--- src/rtl/or16_frame_reducer_if.sv ---
// Handshake bundle between a word producer, the OR reducer and its result consumer.
interface or16_frame_reducer_if;
    logic [15:0] in_data;
    logic        in_valid;
    logic        in_last;
    logic        in_ready;
    logic [15:0] out_data;
    logic [4:0]  out_count;
    logic        out_forced;
    logic        out_full;
    logic        out_valid;
    logic        out_ready;

    modport slave (
        input  in_data, in_valid, in_last, out_ready,
        output in_ready, out_data, out_count, out_forced, out_full, out_valid
    );

    modport master (
        output in_data, in_valid, in_last, out_ready,
        input  in_ready, out_data, out_count, out_forced, out_full, out_valid
    );
endinterface

--- src/rtl/or16_frame_reducer.sv ---
// ORs the words of a frame together and presents the result, word count and close reason.
//   state   | meaning
//   S_IDLE  | no words in frame
//   S_ACCUM | frame open, accumulating
//   S_DONE  | result pending, held until out_ready
module or16_frame_reducer #(
    parameter int MAX_WORDS = 16
) (
    input  logic                  clk,
    input  logic                  reset,
    or16_frame_reducer_if.slave   bus
);

    localparam logic [4:0] LP_MAX = 5'(MAX_WORDS);

    typedef enum logic [1:0] {S_IDLE, S_ACCUM, S_DONE} state_t;

    state_t      r_state;
    logic [15:0] r_acc;
    logic [4:0]  r_count;
    logic        r_forced;
    logic        r_out_valid;
    logic        r_in_ready;

    logic        w_accept;
    logic [4:0]  w_count_inc;

    assign w_accept    = bus.in_valid && r_in_ready;
    assign w_count_inc = r_count + 5'd1;

    always_ff @(posedge clk or posedge reset) begin
        if (reset) begin
            r_state     <= S_IDLE;
            r_acc       <= 16'h0000;
            r_count     <= 5'd0;
            r_forced    <= 1'b0;
            r_out_valid <= 1'b0;
            r_in_ready  <= 1'b1;
        end else begin
            case (r_state)
                S_IDLE: begin
                    if (w_accept) begin
                        r_acc   <= bus.in_data;
                        r_count <= 5'd1;
                        if (bus.in_last || (MAX_WORDS == 1)) begin
                            r_state     <= S_DONE;
                            r_forced    <= !bus.in_last;
                            r_out_valid <= 1'b1;
                            r_in_ready  <= 1'b0;
                        end else begin
                            r_state <= S_ACCUM;
                        end
                    end
                end
                S_ACCUM: begin
                    if (w_accept) begin
                        r_acc   <= r_acc | bus.in_data;
                        r_count <= w_count_inc;
                        // in_last on the limit word wins: the frame ended normally
                        if (bus.in_last || (w_count_inc == LP_MAX)) begin
                            r_state     <= S_DONE;
                            r_forced    <= !bus.in_last;
                            r_out_valid <= 1'b1;
                            r_in_ready  <= 1'b0;
                        end
                    end
                end
                S_DONE: begin
                    if (bus.out_ready) begin
                        r_state     <= S_IDLE;
                        r_acc       <= 16'h0000;
                        r_count     <= 5'd0;
                        r_forced    <= 1'b0;
                        r_out_valid <= 1'b0;
                        r_in_ready  <= 1'b1;
                    end
                end
                default: begin
                    r_state     <= S_IDLE;
                    r_acc       <= 16'h0000;
                    r_count     <= 5'd0;
                    r_forced    <= 1'b0;
                    r_out_valid <= 1'b0;
                    r_in_ready  <= 1'b1;
                end
            endcase
        end
    end

    assign bus.in_ready   = r_in_ready;
    assign bus.out_valid  = r_out_valid;
    assign bus.out_data   = r_acc;
    assign bus.out_count  = r_count;
    assign bus.out_forced = r_forced;
    assign bus.out_full   = (r_acc == 16'hFFFF);

endmodule

--- src/flat_wrapper.sv ---
// flat-port wrapper written by rule: the top's interface ports become plain ports
module or16_frame_reducer_flat 
#(
    parameter int MAX_WORDS = 16
)
  (clk, reset, bus_in_data, bus_in_valid, bus_in_last, bus_out_ready, bus_in_ready, bus_out_data, bus_out_count, bus_out_forced, bus_out_full, bus_out_valid);
  or16_frame_reducer_if bus_i ();
  input  logic clk;
  input  logic reset;
  input wire logic [$bits(bus_i.in_data)-1:0] bus_in_data;
  input wire logic [$bits(bus_i.in_valid)-1:0] bus_in_valid;
  input wire logic [$bits(bus_i.in_last)-1:0] bus_in_last;
  input wire logic [$bits(bus_i.out_ready)-1:0] bus_out_ready;
  output wire logic [$bits(bus_i.in_ready)-1:0] bus_in_ready;
  output wire logic [$bits(bus_i.out_data)-1:0] bus_out_data;
  output wire logic [$bits(bus_i.out_count)-1:0] bus_out_count;
  output wire logic [$bits(bus_i.out_forced)-1:0] bus_out_forced;
  output wire logic [$bits(bus_i.out_full)-1:0] bus_out_full;
  output wire logic [$bits(bus_i.out_valid)-1:0] bus_out_valid;
  assign bus_i.in_data = bus_in_data;
  assign bus_i.in_valid = bus_in_valid;
  assign bus_i.in_last = bus_in_last;
  assign bus_i.out_ready = bus_out_ready;
  assign bus_in_ready = bus_i.in_ready;
  assign bus_out_data = bus_i.out_data;
  assign bus_out_count = bus_i.out_count;
  assign bus_out_forced = bus_i.out_forced;
  assign bus_out_full = bus_i.out_full;
  assign bus_out_valid = bus_i.out_valid;
  or16_frame_reducer #(.MAX_WORDS(MAX_WORDS)) u_core (.clk(clk), .reset(reset), .bus(bus_i));
endmodule
--- config.mk ---
export PLATFORM = sky130hd
export DESIGN_NAME = or16_frame_reducer_flat
export DESIGN_NICKNAME = d
export VERILOG_FILES = /design/src/rtl/or16_frame_reducer_if.sv /design/src/rtl/or16_frame_reducer.sv /design/src/flat_wrapper.sv
export SDC_FILE = /design/constraint.sdc
export NUM_CORES = 1
export LEC_CHECK = 0
export CORE_MARGIN = 1
export CORE_UTILIZATION = 30
export CTS_CLUSTER_DIAMETER = 100
export CTS_CLUSTER_SIZE = 25
export DETAILED_ROUTE_END_ITERATION = 8
export GPL_TIMING_DRIVEN = 1
export PLACE_DENSITY = 0.59
export SLEW_MARGIN = 25
export SYNTH_ARGS = -nofsm -noshare
export SYNTH_HDL_FRONTEND = slang
export SYNTH_SLANG_ARGS = --single-unit
--- constraint.sdc ---
create_clock -name clk -period 3.7 [get_ports clk]
set_input_delay 0.555 -clock clk [delete_from_list [all_inputs] [get_ports clk]]
set_output_delay 0.555 -clock clk [all_outputs]
set_load 0.03 [all_outputs]
==> results.ini, run 1 <==
[floorplan]
start_util=0.3185
rows=22
die-width_microns=64.81
core_region_area_sq_um=3716
die_h_microns=64.81
num_io_pins=46
die_area_sq_um=4200

[sta]
clock_skew_ns=0.004879
grt_setup_unrepaired=false
fin_crit_ns=2.326
min_period_over_period=0.6288
fmax_mhz=429.8
slew_violations=0
hold_viol=0
setup_viol=0
slew_headroom=0.5646
worst_pin_slew_ns=0.6530
tns_ns=0

[placed_design]
post-dp-hpwl_mm=2.058
io_buffers=45
dp_cells=188
gp_congestion=0.7659

[setup_path]
worstPathCellList=nand4_1 -> nor4_1 -> clkdlybuf4s50_1
critPathLaunchType=register
criticalPathCategory=reg -> out
cp_max_fo=3
max_stage_delay_ns=0.71
cpMaxStageDelayCell=clkdlybuf4s50_1
required_ns=3.14
cp_data_arrival_time_ns=1.77
critPathCaptureType=output pin

[route]
final_antenna_net_count=0
drc=0
drt_wl_total_mm=2.781
drtIter0Drc=51
routed-via-count=993
firstDrtPassIters=4
wire_per_inst_microns=14.48
viasPerCell=5.172

[clock_tree]
cts_buffer_depth=2
path_clk_slew_ns=0.09
htreeDepth=1
numCtsBuffers=3
clk_latency_ns=0.26
cts.root.buffer_cell=clkbuf_8
postCtsSetupBuffers=0
cts.sinks=26
ctsResizeCount=0
cts_tree=built
postCtsHoldBufs=0

[logic_synthesis]
synth_most_common_cell=dfrtp_1
synth_seq_cells=26
synthTopCellsByCount=25 x dfrtp_1, 16 x a22o_1, 9 x nand2_1
synth_nets=122
synth_top_family_by_area=compound AO/OA/AOI/OAI gates
synth_cell_types=32
synth-main-ff-cell=dfrtp_1
synth_compound_gate_area_share=0.2199
synth.mux.area_fraction=0.02114
netlist_instances=99
seq_area_frac_synth=0.5507
synth_adder_area_share=0.02114
avgSynthCellArea_sq_um=11.96
yosys.area_share.simple=0.1395
ys.warnings.count=0
yosysTopAreaCellShare=0.5285
synth_area_leaders=dfrtp_1 53%, a22o_1 12%, nand2_1 2.9%
postSynth.asyncResetShare=1.000
yosysTopAreaCell=dfrtp_1
synth_edf_count=0
synth-xor-area-share=0.02220
synthesis.area_sq_um=1184

[layout]
diodes=0
finish.utilization=0.4620
fin_cells=192
fillers=356
area_growth_pct=45.03
drive_above_1_share=0.06944
nets=168

[power]
irDropWorstVdd_mv=0.1836
p_sw_frac=0.1963
combinationalPowerShare=0.063
p_seq_frac=0.600
p_per_area_nw_per_um2=275.5
intPower_uw=380.1
pwr-share-clk=0.337
p_sw_uw=92.85
p_leak_nw=0.7268

[min_path]
hp-class=reg -> reg

[grt]
grt_pass1_wl_mm=4.692
grt_pass1_vias=997
grt_max_degree=27
track_usage=0.1475
overflow=0
antenna_found_initial=0

[run_status]
status=complete, no violations

[job]
maxCapViolations=0

==> sequential cells by signal, summed over array words and instances, names as in the netlist <==
signal	count
u_core.bus.in_ready	1
u_core.bus.out_data	16
u_core.bus.out_valid	1
u_core.bus.out_forced	1
u_core.bus.out_count	5
u_core.r_state	2
==> path summary, 6_finish.rpt <==
check                           cells past startpoint  slack [ns]                     from                 endpoint
worst max-delay path                                3        1.37   u_core.bus.out_data[3]             bus_out_full
worst min-delay path                                1        0.53  u_core.bus.out_data[14]  u_core.bus.out_data[14]
worst max register to register                      5        2.02  u_core.bus.out_count[0]     u_core.bus.out_valid
worst min register to register                      1        0.53  u_core.bus.out_data[14]  u_core.bus.out_data[14]
max in group asynchronous                           2        2.69                    reset      u_core.bus.in_ready
min in group asynchronous                           2        0.64                    reset   u_core.bus.out_data[5]
==> power by group through the flow <==
| stage | combinational [mW] | clock, mW | sequential, mW |
|---|---|---|---|
| global placement | 0.0298 | 0 | 0.290 |
| finish | 0.0298 | 0.159 | 0.284 |
| global route | 0.0327 | 0.181 | 0.284 |
| CTS | 0.0304 | 0.168 | 0.284 |
| detailed placement | 0.0302 | 0 | 0.290 |
| floorplan | 0.00571 | 0 | 0.290 |
==> placed cells by master, fill, tap and decap left out, types with 3 or more instances in the layout <==
cell type        Yosys  final
o211ai_1             3      3
clkdlybuf4s50_1      0     45
a22o_1              16     16
nor2_1               4      4
o21a_1               3      3
nand4_1              4      4
o21ai_1              4      4
clkbuf_8             0      3
dfrtp_1             25     25
nand3_1              3      3
nand2_1              9      9
==> area by class of cell <==
cell class | count | area [sq um] | area share
clock buffer | 4 | 45.04 | 0.02624
timing repair buffer | 45 | 450.4 | 0.2624
inverter | 2 | 7.507 | 0.004373
sequential | 26 | 651.9 | 0.3797
tap | 48 | 60.06 | 0.03499
multi-input combinational | 67 | 501.7 | 0.2923
==> metal layers <==
layer | vias up | global-route usage | part of all wire
li1 | 464 | - | -
met1 | 503 | 0.1905 | 0.46
met4 | 0 | 0.05278 | 0.011
met5 | - | 0 | 0
met2 | 24 | 0.2370 | 0.49
met3 | 2 | 0.03697 | 0.040
==> cell families after synthesis <==
logic type      after synthesis
compound gates               32
simple gates                 28
flops                        26
buf+inv                       6
xor+xnor                      3
mux                           2
fa+ha+maj                     2
==> critical path: cells and delay by family (launching register included) <==
family / cells / cell delay, ns
DFF: 1 / 0.38
buffers and inverters: 1 / 0.71
and+or+nand+nor: 2 / 0.42
==> through the flow <==
stage	worst slack [ns]	cell area (sq um)	hold slack (ns)	power [mW]
after floorplan	1.492	1184	0.5734	0.2953
after global placement	1.625	1672	0.5068	0.3193
after detailed placement	1.590	1672	0.5132	0.3198
after CTS	1.351	1717	0.5369	0.4822
after global routing	1.243	1717	0.5566	0.4982
final	1.374	1717	0.5285	0.4729
No activity file was read; power rests on OpenSTA's default activity.
==> inputs of run 2 (changes only) <==
--- a/config.mk
+++ b/config.mk
@@ -11,7 +11,7 @@
 export CTS_CLUSTER_SIZE = 25
 export DETAILED_ROUTE_END_ITERATION = 8
 export GPL_TIMING_DRIVEN = 1
-export PLACE_DENSITY = 0.59
+export PLACE_DENSITY = 0.61
 export SLEW_MARGIN = 25
 export SYNTH_ARGS = -nofsm -noshare
 export SYNTH_HDL_FRONTEND = slang
==> constraint.sdc (replaced) <==
create_clock -name clk -period 2 [get_ports clk]
set_input_delay 0.3 -clock clk [delete_from_list [all_inputs] [get_ports clk]]
set_output_delay 0.3 -clock clk [all_outputs]
set_load 0.03 [all_outputs]
==> run 2 against run 1 <==
  * Cell count rose by 1.0%
  * Non-clock buffer count rose by 2
  * Worst hold slack got worse by 0.19 ns
  * Core utilization rose by 0.64 points
  * Global-route usage rose by 0.33 points
  * Via count fell by 0.40%
  * Sequential share of layout area fell by 0.52 points
  * Register-to-register slack got worse by 1.7 ns
  * Routed wire length rose by 4.5%
  * Critical path type unchanged
  * Critical endpoint is now bus_in_ready
  * Highest routed layer unchanged
==> results.ini, run 2 (synthesized netlist as in run 1, its figures left out) <==
[run_status]
status=complete, no violations

[sta]
min_period_over_period=0.9109
hold_viol=0
layout_setup_ws_ns=0.1783
clock_skew_ns=0.002780
worst_pin_slew_ns=0.7035
fin_crit_ns=1.822
setup_viol=0
whs_ns=0.3360
slew_headroom=0.5309
tns_ns=0
fmax_mhz=548.9
grt_setup_unrepaired=false
slew_violations=0

[floorplan]
num_io_pins=46
die-width_microns=64.81
core_region_area_sq_um=3716
die_area_sq_um=4200
rows=22
start_util=0.3185
die_h_microns=64.81

[layout]
layout_common_cells=44 x clkdlybuf4s50_1, 25 x dfrtp_1, 16 x a22o_1
diodes=0
area_growth_pct=47.04
largest_reg_flops=16
nets=170
fin_cells=194
drive_above_1_share=0.08219
final_common_cell=clkdlybuf4s50_1

[placed_design]
dp_cells=190
io_buffers=45
post-dp-hpwl_mm=2.172
gp_congestion=0.7080
pre_cts_slack_ns=0.1750

[grt]
grt_max_degree=17
antenna_found_initial=0
use_met3=0.01232
grt_pass1_vias=1000
grt-busiest-layer=met2
grtUsageMet2=0.2474
met1_usage=0.2085
track_usage=0.1508
grt_pass1_wl_mm=4.878
overflow=0

[clock_tree]
cts_tree=built
htreeDepth=1
cts.sinks=26
numCtsBuffers=3
path_clk_slew_ns=0.09
postCtsHoldBufs=0
clk_latency_ns=0.26
cts.root.buffer_cell=clkbuf_8
cts_buffer_depth=2

[setup_path]
required_ns=1.70
worstPathCellList=clkdlybuf4s50_1
cpMaxStageDelayCell=clkdlybuf4s50_1
rrSetupSlack_ns=0.36
cp_max_fo=5
criticalPathCategory=reg -> out
path_buf_inv=1
crit_path_start=u_core.bus.in_ready
cp_top_family=buffers and inverters
ff2ff_path_depth=5
max_stage_delay_ns=0.68
crit_cells=1
cp-endpoint=bus_in_ready
reg2reg_from=u_core.bus.out_count[0]
critPathCaptureType=output pin
worstReg2RegEnd=u_core.bus.out_valid
cp_data_arrival_time_ns=1.52
critPathLaunchType=register

[power]
p_per_area_nw_per_um2=525.5
p_leak_nw=0.7490
irDropWorstVdd_mv=0.2307

[route]
drtIter0Drc=39
routed-via-count=989
final_antenna_net_count=0
drc=0
viasPerCell=5.098
drt_wl_total_mm=2.905
firstDrtPassIters=4
wire_per_inst_microns=14.97

[min_path]
hp-class=in -> async

[job]
maxCapViolations=0

-- run 2: cell types whose count changed in the layout (fill, tap and decap cells not counted), sizes merged --
cell / before / now
clkdlybuf4s50: 45 / 44
dlygate4sd2: 0 / 1
buf: 0 / 2
-- run 2: power by group --
| group | total, mW | leakage (nW) | switching (mW) | internal, mW |
|---|---|---|---|---|
| logic | 0.0567 | 0.360 | 0.0199 | 0.0368 |
| registers | 0.525 | 0.360 | 0 | 0.525 |
| clock network | 0.333 | 0.0288 | 0.157 | 0.176 |
| total | 0.915 | 0.749 | 0.177 | 0.738 |
-- run 2: area by class of cell --
type / instances / area, sq um
fillers: 363 / 1976
repair buffers: 47 / 464.2
inverters: 2 / 7.507
flip-flops and latches: 26 / 651.9
multi-input cells: 67 / 501.7
well taps: 48 / 60.06
clock buffers: 4 / 55.05
-- run 2: stage by stage --
stage                     area (sq um)  utilization  total power, mW
after global placement            1687       0.4539           0.5919
final                             1740       0.4684           0.9145
after global routing              1740       0.4684           0.9476
after floorplan                   1184            -           0.5462
after detailed placement          1687       0.4539           0.5929
after CTS                         1740       0.4684           0.9245
-- run 2: what timing repair did --
action	4_1_cts	5_1_grt
setup buffers	0	0
resized for setup	1	0
endpoints found under the setup margin	1	0
-- run 2: routing by layer --
layer / share of wire / routed length [microns]
met1: 0.46 / 1343
met2: 0.51 / 1488
met3: 0.020 / 58
met4: 0.0048 / 14
met5: 0 / 0
-- run 2: worst min path at each step --
| stage | slack (ns) | end | cells past startpoint | from |
|---|---|---|---|---|
| after global routing | 0.38 | u_core.bus.out_data[9] | 2 | reset |
| after CTS | 0.34 | u_core.bus.out_data[11] | 2 | reset |
| after global placement | 0.50 | u_core.bus.out_forced | 1 | u_core.bus.out_forced |
| after floorplan | 0.34 | u_core.bus.out_count[0] | 1 | reset |
| final | 0.34 | u_core.bus.out_data[9] | 2 | reset |
| after detailed placement | 0.51 | u_core.bus.out_data[1] | 1 | u_core.bus.out_data[1] |
==> inputs of run 3 (changes only) <==
--- a/config.mk
+++ b/config.mk
@@ -5,12 +5,14 @@
 export SDC_FILE = /design/constraint.sdc
 export NUM_CORES = 1
 export LEC_CHECK = 0
+export CAP_MARGIN = 10
 export CORE_MARGIN = 1
 export CORE_UTILIZATION = 30
 export CTS_CLUSTER_DIAMETER = 100
 export CTS_CLUSTER_SIZE = 25
 export DETAILED_ROUTE_END_ITERATION = 8
 export GPL_TIMING_DRIVEN = 1
+export HOLD_SLACK_MARGIN = 0.12
 export PLACE_DENSITY = 0.61
 export SLEW_MARGIN = 25
 export SYNTH_ARGS = -nofsm -noshare
==> results of run 3 <==
The final DEF is identical to that of run 2; final timing and power are the same.
